### config.mk
export PLATFORM = sky130hd
export DESIGN_NAME = f32_mult_issue_ctrl
export DESIGN_NICKNAME = d
export VERILOG_FILES = /design/src/rtl/f32_mult_issue_ctrl.sv
export SDC_FILE = /design/constraint.sdc
export NUM_CORES = 1
export LEC_CHECK = 0
export ABC_AREA = 1
export ABC_CLOCK_PERIOD_IN_PS = 5400
export BUFFER_PORTS_ARGS = -buffer_cell sky130_fd_sc_hd__buf_4
export CAP_MARGIN = 0
export CORE_MARGIN = 8
export CORE_UTILIZATION = 50
export CTS_CLUSTER_SIZE = 10
export DETAILED_ROUTE_END_ITERATION = 8
export PLACE_DENSITY = 0.81
export SYNTH_ARGS = -nofsm -noshare
export SYNTH_HDL_FRONTEND = slang
export SYNTH_SLANG_ARGS = --single-unit
### constraint.sdc
create_clock -name clk -period 5.4 [get_ports clk]
set_input_delay 1.08 -clock clk [delete_from_list [all_inputs] [get_ports clk]]
set_output_delay 1.08 -clock clk [all_outputs]
set_load 0.02 [all_outputs]
### src/rtl/f32_mult_issue_ctrl.sv
// ---------------------------------------------------------------------------
// f32_mult_issue_ctrl
//
// Issue/collect stage in front of a start/done f32 multiplier.
//   * Operand pairs arrive on a valid/ready stream and are buffered in a
//     DEPTH-entry FIFO.
//   * One multiply is in flight at a time. mul_a/mul_b are registered and do
//     not change until the op completes or is abandoned.
//   * The product leaves on a valid/ready stream.
//   * A watchdog abandons an op whose mul_done never arrives and raises a
//     sticky timeout_err.
//
// Handshake rule for both streams: a transfer happens on a rising clk edge
// where valid and ready are both 1. The producer holds valid and data stable
// until that edge. ready may be asserted independently of valid.
//
// Parameters
//   DEPTH    operand FIFO entries (power of 2, >= 2)
//   TIMEOUT  cycles from mul_start until the op is abandoned (>= 8)
//   CNT_W    width of op_count
//
// Ports
//   clk, rst_n           clock, asynchronous active-low reset
//   in_valid/in_ready    operand stream handshake (in_ready = FIFO not full)
//   in_a, in_b           operands, IEEE-754 single
//   out_valid/out_ready  product stream handshake
//   out_p                product
//   mul_start            one-cycle start pulse to the multiplier
//   mul_a, mul_b         registered operands to the multiplier
//   mul_done, mul_p      multiplier completion pulse and result
//   busy                 FSM active or FIFO non-empty
//   timeout_err          sticky watchdog error, cleared by err_clr
//   err_clr              clears timeout_err
//   op_count             delivered products (output handshakes), wraps
//   state_dbg            current FSM state (0 idle, 1 start, 2 wait, 3 out)
// ---------------------------------------------------------------------------
module f32_mult_issue_ctrl #(
    parameter int DEPTH   = 4,
    parameter int TIMEOUT = 16,
    parameter int CNT_W   = 16
) (
    input  logic             clk,
    input  logic             rst_n,
    input  logic             in_valid,
    output logic             in_ready,
    input  logic [31:0]      in_a,
    input  logic [31:0]      in_b,
    output logic             out_valid,
    input  logic             out_ready,
    output logic [31:0]      out_p,
    output logic             mul_start,
    output logic [31:0]      mul_a,
    output logic [31:0]      mul_b,
    input  logic             mul_done,
    input  logic [31:0]      mul_p,
    output logic             busy,
    output logic             timeout_err,
    input  logic             err_clr,
    output logic [CNT_W-1:0] op_count,
    output logic [1:0]       state_dbg
);

    localparam int PTR_W  = $clog2(DEPTH);
    localparam int CNT_FW = PTR_W + 1;
    localparam int WD_W   = $clog2(TIMEOUT);

    typedef enum logic [1:0] {
        S_IDLE  = 2'd0,
        S_START = 2'd1,
        S_WAIT  = 2'd2,
        S_OUT   = 2'd3
    } state_t;

    state_t state, state_nxt;

    // ------------------------------------------------------------------
    // Operand FIFO
    // ------------------------------------------------------------------
    logic [31:0]       mem_a [DEPTH];
    logic [31:0]       mem_b [DEPTH];
    logic [PTR_W-1:0]  wr_ptr;
    logic [PTR_W-1:0]  rd_ptr;
    logic [CNT_FW-1:0] count;
    logic [CNT_FW-1:0] count_nxt;
    logic              fifo_empty;
    logic              push;
    logic              pop;

    // in_ready is a register so it stays low throughout reset and rises one
    // cycle after release. It is derived from the count as it will be after
    // this edge, so it reads "not full" for the current contents and ignores
    // any pop happening in the same cycle.
    assign push       = in_valid && in_ready;
    assign fifo_empty = (count == '0);

    always_comb begin
        count_nxt = count;
        case ({push, pop})
            2'b10:   count_nxt = count + CNT_FW'(1);
            2'b01:   count_nxt = count - CNT_FW'(1);
            default: count_nxt = count;
        endcase
    end

    always_ff @(posedge clk or negedge rst_n) begin
        if (!rst_n) begin
            wr_ptr   <= '0;
            rd_ptr   <= '0;
            count    <= '0;
            in_ready <= 1'b0;
        end else begin
            if (push) wr_ptr <= wr_ptr + PTR_W'(1);
            if (pop)  rd_ptr <= rd_ptr + PTR_W'(1);
            count    <= count_nxt;
            in_ready <= (count_nxt != CNT_FW'(DEPTH));
        end
    end

    // Storage needs no reset: the count alone decides which entries are live.
    always_ff @(posedge clk) begin
        if (push) begin
            mem_a[wr_ptr] <= in_a;
            mem_b[wr_ptr] <= in_b;
        end
    end

    // ------------------------------------------------------------------
    // Watchdog
    // ------------------------------------------------------------------
    // The compare looks at the incremented value, so the start cycle counts
    // as the first watchdog cycle and timeout_err becomes visible exactly
    // TIMEOUT cycles after mul_start.
    logic [WD_W-1:0] wd;
    logic [WD_W-1:0] wd_inc;
    logic            wd_hit;

    assign wd_inc = wd + WD_W'(1);
    assign wd_hit = (wd_inc == WD_W'(TIMEOUT - 1));

    // ------------------------------------------------------------------
    // FSM: state register
    // ------------------------------------------------------------------
    always_ff @(posedge clk or negedge rst_n) begin
        if (!rst_n) state <= S_IDLE;
        else        state <= state_nxt;
    end

    // ------------------------------------------------------------------
    // FSM: next state
    // ------------------------------------------------------------------
    always_comb begin
        state_nxt = state;
        case (state)
            S_IDLE:  if (!fifo_empty) state_nxt = S_START;
            S_START: state_nxt = S_WAIT;
            S_WAIT: begin
                // A done arriving on the timeout cycle still completes the op.
                if (mul_done)    state_nxt = S_OUT;
                else if (wd_hit) state_nxt = S_IDLE;
            end
            S_OUT:   if (out_ready) state_nxt = S_IDLE;
            default: state_nxt = S_IDLE;
        endcase
    end

    // ------------------------------------------------------------------
    // FSM: outputs / datapath controls
    // ------------------------------------------------------------------
    logic wd_clear;
    logic wd_run;
    logic capture;
    logic wd_fire;
    logic deliver;

    always_comb begin
        pop       = 1'b0;
        mul_start = 1'b0;
        wd_clear  = 1'b0;
        wd_run    = 1'b0;
        capture   = 1'b0;
        wd_fire   = 1'b0;
        deliver   = 1'b0;
        case (state)
            S_IDLE:  pop = !fifo_empty;
            S_START: begin
                mul_start = 1'b1;
                wd_clear  = 1'b1;
            end
            S_WAIT: begin
                wd_run = 1'b1;
                if (mul_done)    capture = 1'b1;
                else if (wd_hit) wd_fire = 1'b1;
            end
            S_OUT:   deliver = out_ready;
            default: ;
        endcase
    end

    // ------------------------------------------------------------------
    // Datapath registers
    // ------------------------------------------------------------------
    // Operands are loaded only on a pop, which keeps them stable across the
    // whole START/WAIT/OUT sequence.
    always_ff @(posedge clk or negedge rst_n) begin
        if (!rst_n) begin
            mul_a <= '0;
            mul_b <= '0;
        end else if (pop) begin
            mul_a <= mem_a[rd_ptr];
            mul_b <= mem_b[rd_ptr];
        end
    end

    always_ff @(posedge clk or negedge rst_n) begin
        if (!rst_n)        wd <= '0;
        else if (wd_clear) wd <= '0;
        else if (wd_run)   wd <= wd_inc;
    end

    // mul_p is only meaningful while mul_done is high in S_WAIT; any other
    // mul_done pulse is ignored because capture is gated by the state.
    always_ff @(posedge clk or negedge rst_n) begin
        if (!rst_n) begin
            out_p     <= '0;
            out_valid <= 1'b0;
            op_count  <= '0;
        end else if (capture) begin
            out_p     <= mul_p;
            out_valid <= 1'b1;
        end else if (deliver) begin
            out_valid <= 1'b0;
            op_count  <= op_count + CNT_W'(1);
        end
    end

    // A fresh timeout beats a simultaneous clear so the event is never lost.
    always_ff @(posedge clk or negedge rst_n) begin
        if (!rst_n)       timeout_err <= 1'b0;
        else if (wd_fire) timeout_err <= 1'b1;
        else if (err_clr) timeout_err <= 1'b0;
    end

    assign busy      = (state != S_IDLE) || !fifo_empty;
    assign state_dbg = state;

endmodule

Word level (Yosys, flattened, before mapping)
Memory sizes are Yosys's and may differ from the RTL's. A register that Yosys moved wholly into a read port is not among the register bits.
Cells that the tools add are included.

cells by class
  $add $sub $neg = 6
  equal/unequal tests = 10
  multiplexer cells = 23
  bitwise operators = 1
  reductions and logical operators = 13

operators by type and width
  operator                                             count
  adder 16 x 1 -> 16 bit, second input constant        1
  two-way mux 1 bit                                    15
  two-way mux 2 bit                                    4
  two-way mux 4 bit                                    2
  one-hot mux 2 bit (4 select lines)                   1
  nonzero test 2 bit                                   4
  equality test 2 bit, second input constant           3
  inequality test 3 bit, second input constant         2
  one-hot mux 3 bit (2 select lines)                   1
  adder 2 x 1 -> 2 bit, second input constant          2
  adder 4 x 1 -> 4 bit, second input constant          1
  equality test 2 x 1 -> 1 bit, second input constant  2
  equality test 4 bit, second input constant           1
  inequality test 2 bit, second input constant         2
  adder 3 x 1 -> 3 bit, second input constant          1
  logical NOT 1 bit                                    3
  logical NOT 3 bit                                    1
  AND reduction 3 bit                                  1
  subtractor 3 x 1 -> 3 bit, second input constant     1
  logical NOT 2 bit                                    1
  AND reduction 2 bit                                  1
  logical AND 1 bit                                    1
  logical OR 1 bit                                     1
  inverter 1 bit                                       1

word-level totals
  bits in registers = 64
  memory bits (writable) = 256
  output and inout port bits = 119
  word-level logic and storage cells = 65
  memories = 2

memories
  memory  depth  bits a word  rd ports  clocked after Yosys merged registers in  wr ports  RTL line  source
  mem_a   4      32           1         1                                        1         79        logic [31:0] mem_a [DEPTH];
  mem_b   4      32           1         1                                        1         80        logic [31:0] mem_b [DEPTH];

Longest topological paths before layout
  word-level depth = 6
  gate-level depth with buffers = 13
  gate-level depth less buffers = 11

Least setup slack after synthesis
Ideal clock, no wire load.

  kind = input-to-reg
  start point = input in_valid
  end point = memory mem_a[0][0], enable pin
  setup time = 0.487 ns
  arrival time = 3.943 ns
  required time = 4.913 ns
  path slack = 0.970 ns
  stages on the path = 2
  path through = nand2_1 nor2_1

on the way
  word-level cells in the longest chain between the ends = 3

ends and longest elaborated chain
  item                                     RTL line  source
  from (decl)                              44        input logic in_valid,
  logical AND 1 bit                        93        assign push = in_valid && in_ready;
  two-way mux 1 bit                        121       if (push) begin
  two-way mux 1 bit (not written as such)  122       mem_a[wr_ptr] <= in_a;
  to (decl)                                79

No other way between the ends.

Worst setup path after layout
  start point = register state[1], in the netlist state_dbg[1]
  end point = output busy

on the way
  word-level cells in the longest chain between the ends = 2

ends and longest elaborated chain
  item                    RTL line  source
  from (decl)             74        state_t state, state_nxt;
  from (signal assigned)  145       else state <= state_nxt;
  nonzero test 2 bit      243       assign busy = (state != S_IDLE) || !fifo_empty;
  logical OR 1 bit        243
  to (decl)               56        output logic busy,

No other way between the ends.

==> impl_metrics.env <==
export IMPL_status="finished, final reports clean"
export IMPL_skew_ps=14.2
export IMPL_grt_pass1_vias=10300
export IMPL_arrival_ps=1810
export IMPL_r2r_cells=10
export IMPL_place_congestion=0.883
export IMPL_startpoint_type="flip-flop"
export IMPL_wl_per_cell_um=18.2
export IMPL_dr_pass1_iters=5
export IMPL_synth_nets=1360
export IMPL_synth_flop_cell="edfxtp_1"
export IMPL_clock_fmax_ghz=0.346
export IMPL_synth_cell_types=28
export IMPL_core_area_um2=29400
export IMPL_die_area_um2=35300
export IMPL_vias_per_cell=5.29
export IMPL_fin_setup_tns_ps=0
export IMPL_maxCapViolations=0
export IMPL_grtUsageTotal=0.191
export IMPL_synthArstFlopShare=0.333
export IMPL_syn_inst=1244
export IMPL_grt_overflow_total=0
export IMPL_yosysWarnings=0
export IMPL_synthToLayoutAreaGrowth_pct=22.4
export IMPL_cts_buffers_inserted=45
export IMPL_required_ps=4320
export IMPL_rsz0062_at_grt="false"
export IMPL_slew_headroom=0.281
export IMPL_critPathSlowestCell="dfrtp_1"
export IMPL_start_util=0.503
export IMPL_drt_wl_total_um=34200
export IMPL_drive_gt1_frac=0.204
export IMPL_nNetsFinal=1576
export IMPL_min_path_cells=2
export IMPL_path_cells="inv_1, ha_1, nand4_1, buf_4"
export IMPL_crit_fanout=5
export IMPL_numClockSinks=384
export IMPL_final_area_um2=18100
export IMPL_finalSetupViolations=0
export IMPL_path_delay_family="flip-flops"
export IMPL_worstSetupPathType="flip-flop to primary output"
export IMPL_grt_pass1_wl_um=54600
export IMPL_cts_tree="done"
export IMPL_vias=9950
export IMPL_slew_violations=0
export IMPL_cp_depth=4
export IMPL_slowest_delay_ps=420
export IMPL_cts_setup_buffers=0
export IMPL_cts_hold_buffers_added=0
export IMPL_p_per_area_nw_per_um2=603
export IMPL_finalCriticalPeriod_ps=2890
export IMPL_antenna_found_initial=1
export IMPL_synth_edff_count=256
export IMPL_ctsResizeCount=0
export IMPL_port_buffers=220
export IMPL_rows=63
export IMPL_synth_area_per_cell_um2=11.9
export IMPL_grt_max_degree=103
export IMPL_pin_count=221
export IMPL_yosys_register_bits=384
export IMPL_yosysSeqAreaShare=0.737
export IMPL_period_share=0.535
export IMPL_ir_drop_mv=0.431
export IMPL_leakagePower_nw=7.16
export IMPL_placed_area_um2=16800
export IMPL_syn_area_um2=14800
export IMPL_end_kind="primary output"
export IMPL_hold_viol=0
export IMPL_final_antenna_net_count=0
export IMPL_clk_pin_slew_ps=50
export IMPL_dr_first_iter_drc_count=746
export IMPL_dp_hpwl_um=21600
export IMPL_worst_pin_slew_ps=1080
export IMPL_worstSkewPairLatency_ps=540
export IMPL_chipHeight_um=188
export IMPL_route_detailed_drc=0
export IMPL_hp_class="flip-flop to flip-flop"
export IMPL_n_antenna_cell=0
export IMPL_ctsRootBufferMaster="clkbuf_16"
export IMPL_htreeDepth=2
export IMPL_cts_path_max_buffers=3
export IMPL_dieWidth_um=188
export IMPL_worst_path_buf_inv=2
==> synth_stat cells (all sizes together) (3+ instances only) <==
cell type	count	area [um^2]
a21oi	3	15.0
a31oi	64	400
buf	45	243
clkbuf	17	63.8
dfrtp	128	3200
edfxtp	256	7690
ha	13	163
inv	38	143
nand2	157	592
nand3	8	40.0
nand3b	3	22.5
nand4	7	43.8
nor2	350	1330
o21ai	139	696
xnor2	5	43.8
xor2	7	61.3
==> worst paths after layout <==
check / slack (ps) / start / to
setup / recovery: 2510 / state_dbg[1] / busy
hold / removal: 480 / out_p[22] / out_p[22]
setup reg to reg: 2560 / state_dbg[0] / op_count[10]
hold reg to reg: 480 / out_p[22] / out_p[22]
max in group asynchronous: 3560 / rst_n / out_p[16]
min in group asynchronous: 600 / rst_n / out_p[3]
==> per-stage QoR <==
stage | worst slack, ps | util | total power, mW | hold slack, ps | instances
6_report | 2510 | 0.615 | 10.9 | 481 | 1882
5_1_grt | 2150 | 0.615 | 11.6 | 509 | 1882
4_1_cts | 2480 | 0.615 | 11.0 | 485 | 1882
3_5_place_dp | 2130 | 0.570 | 8.25 | 472 | 1803
3_3_place_gp | 2200 | 0.570 | 8.10 | 464 | 1803
2_1_floorplan | 970 | - | 6.86 | 486 | 1244
==> layout by cell type, fill, tap and decap left out, drive strengths merged <==
cell type,Yosys,layout
nand2,157,157
a21oi,3,3
xor2,7,7
o21ai,139,139
xnor2,5,5
nand3,8,8
edfxtp,256,256
nand4,7,7
or2,1,1
inv,38,39
nand3b,3,3
fa,1,1
clkinv,0,2
nor2,350,350
o22ai,1,1
dfrtp,128,128
a31oi,64,64
ha,13,13
nor3,1,1
buf,45,231
clkbuf,17,75
clkinvlp,0,1
==> state kept, by name, summed over array words and instances (netlist names), 2 cells and up <==
register	flops
rd_ptr	2
count	3
wd	4
mul_b	32
mul_a	32
wr_ptr	2
state_dbg	2
mem_a	128
mem_b	128
op_count	16
out_p	32
==> kinds of logic after synthesis <==
family,count (synthesis),synth area share
flip-flops,384,0.737
AO/OA/AOI/OAI,207,0.0756
adder cells (fa/ha/maj),14,0.0124
buffers and inverters,100,0.0304
AND/OR/NAND/NOR,527,0.138
XOR/XNOR,12,0.00711
==> metal layers <==
layer | vias to the layer above | part of all wire | GRT usage
met4 | 2 | 0.020 | 0.0545
li1 | 4695 | - | -
met2 | 405 | 0.50 | 0.323
met1 | 4786 | 0.40 | 0.236
met3 | 62 | 0.087 | 0.0557
met5 | - | 0.00026 | 0
==> where the power goes <==
part	total (mW)	switching (mW)	leakage (nW)	internal [mW]
Sequential	4.44	0.450	3.86	3.99
Clock	2.74	1.11	0.639	1.63
Combinational	3.73	2.42	2.66	1.31
==> layout make-up <==
type	count	area [um^2]
clock buffers	75	1290
clock inverters	4	48.8
fillers	2198	11300
inverters	38	148
multi-input cells	760	3470
flip-flops and latches	384	10900
well taps	390	488
repair buffers	231	1750
==> worst min-delay path: cells and delay by family (launching register included) <==
| kind | cells | cell delay [ps] |
|---|---|---|
| DFF | 1 | 340 |
| and+or+nand+nor | 2 | 110 |
Note: power is estimated with default switching activity, not from simulation.
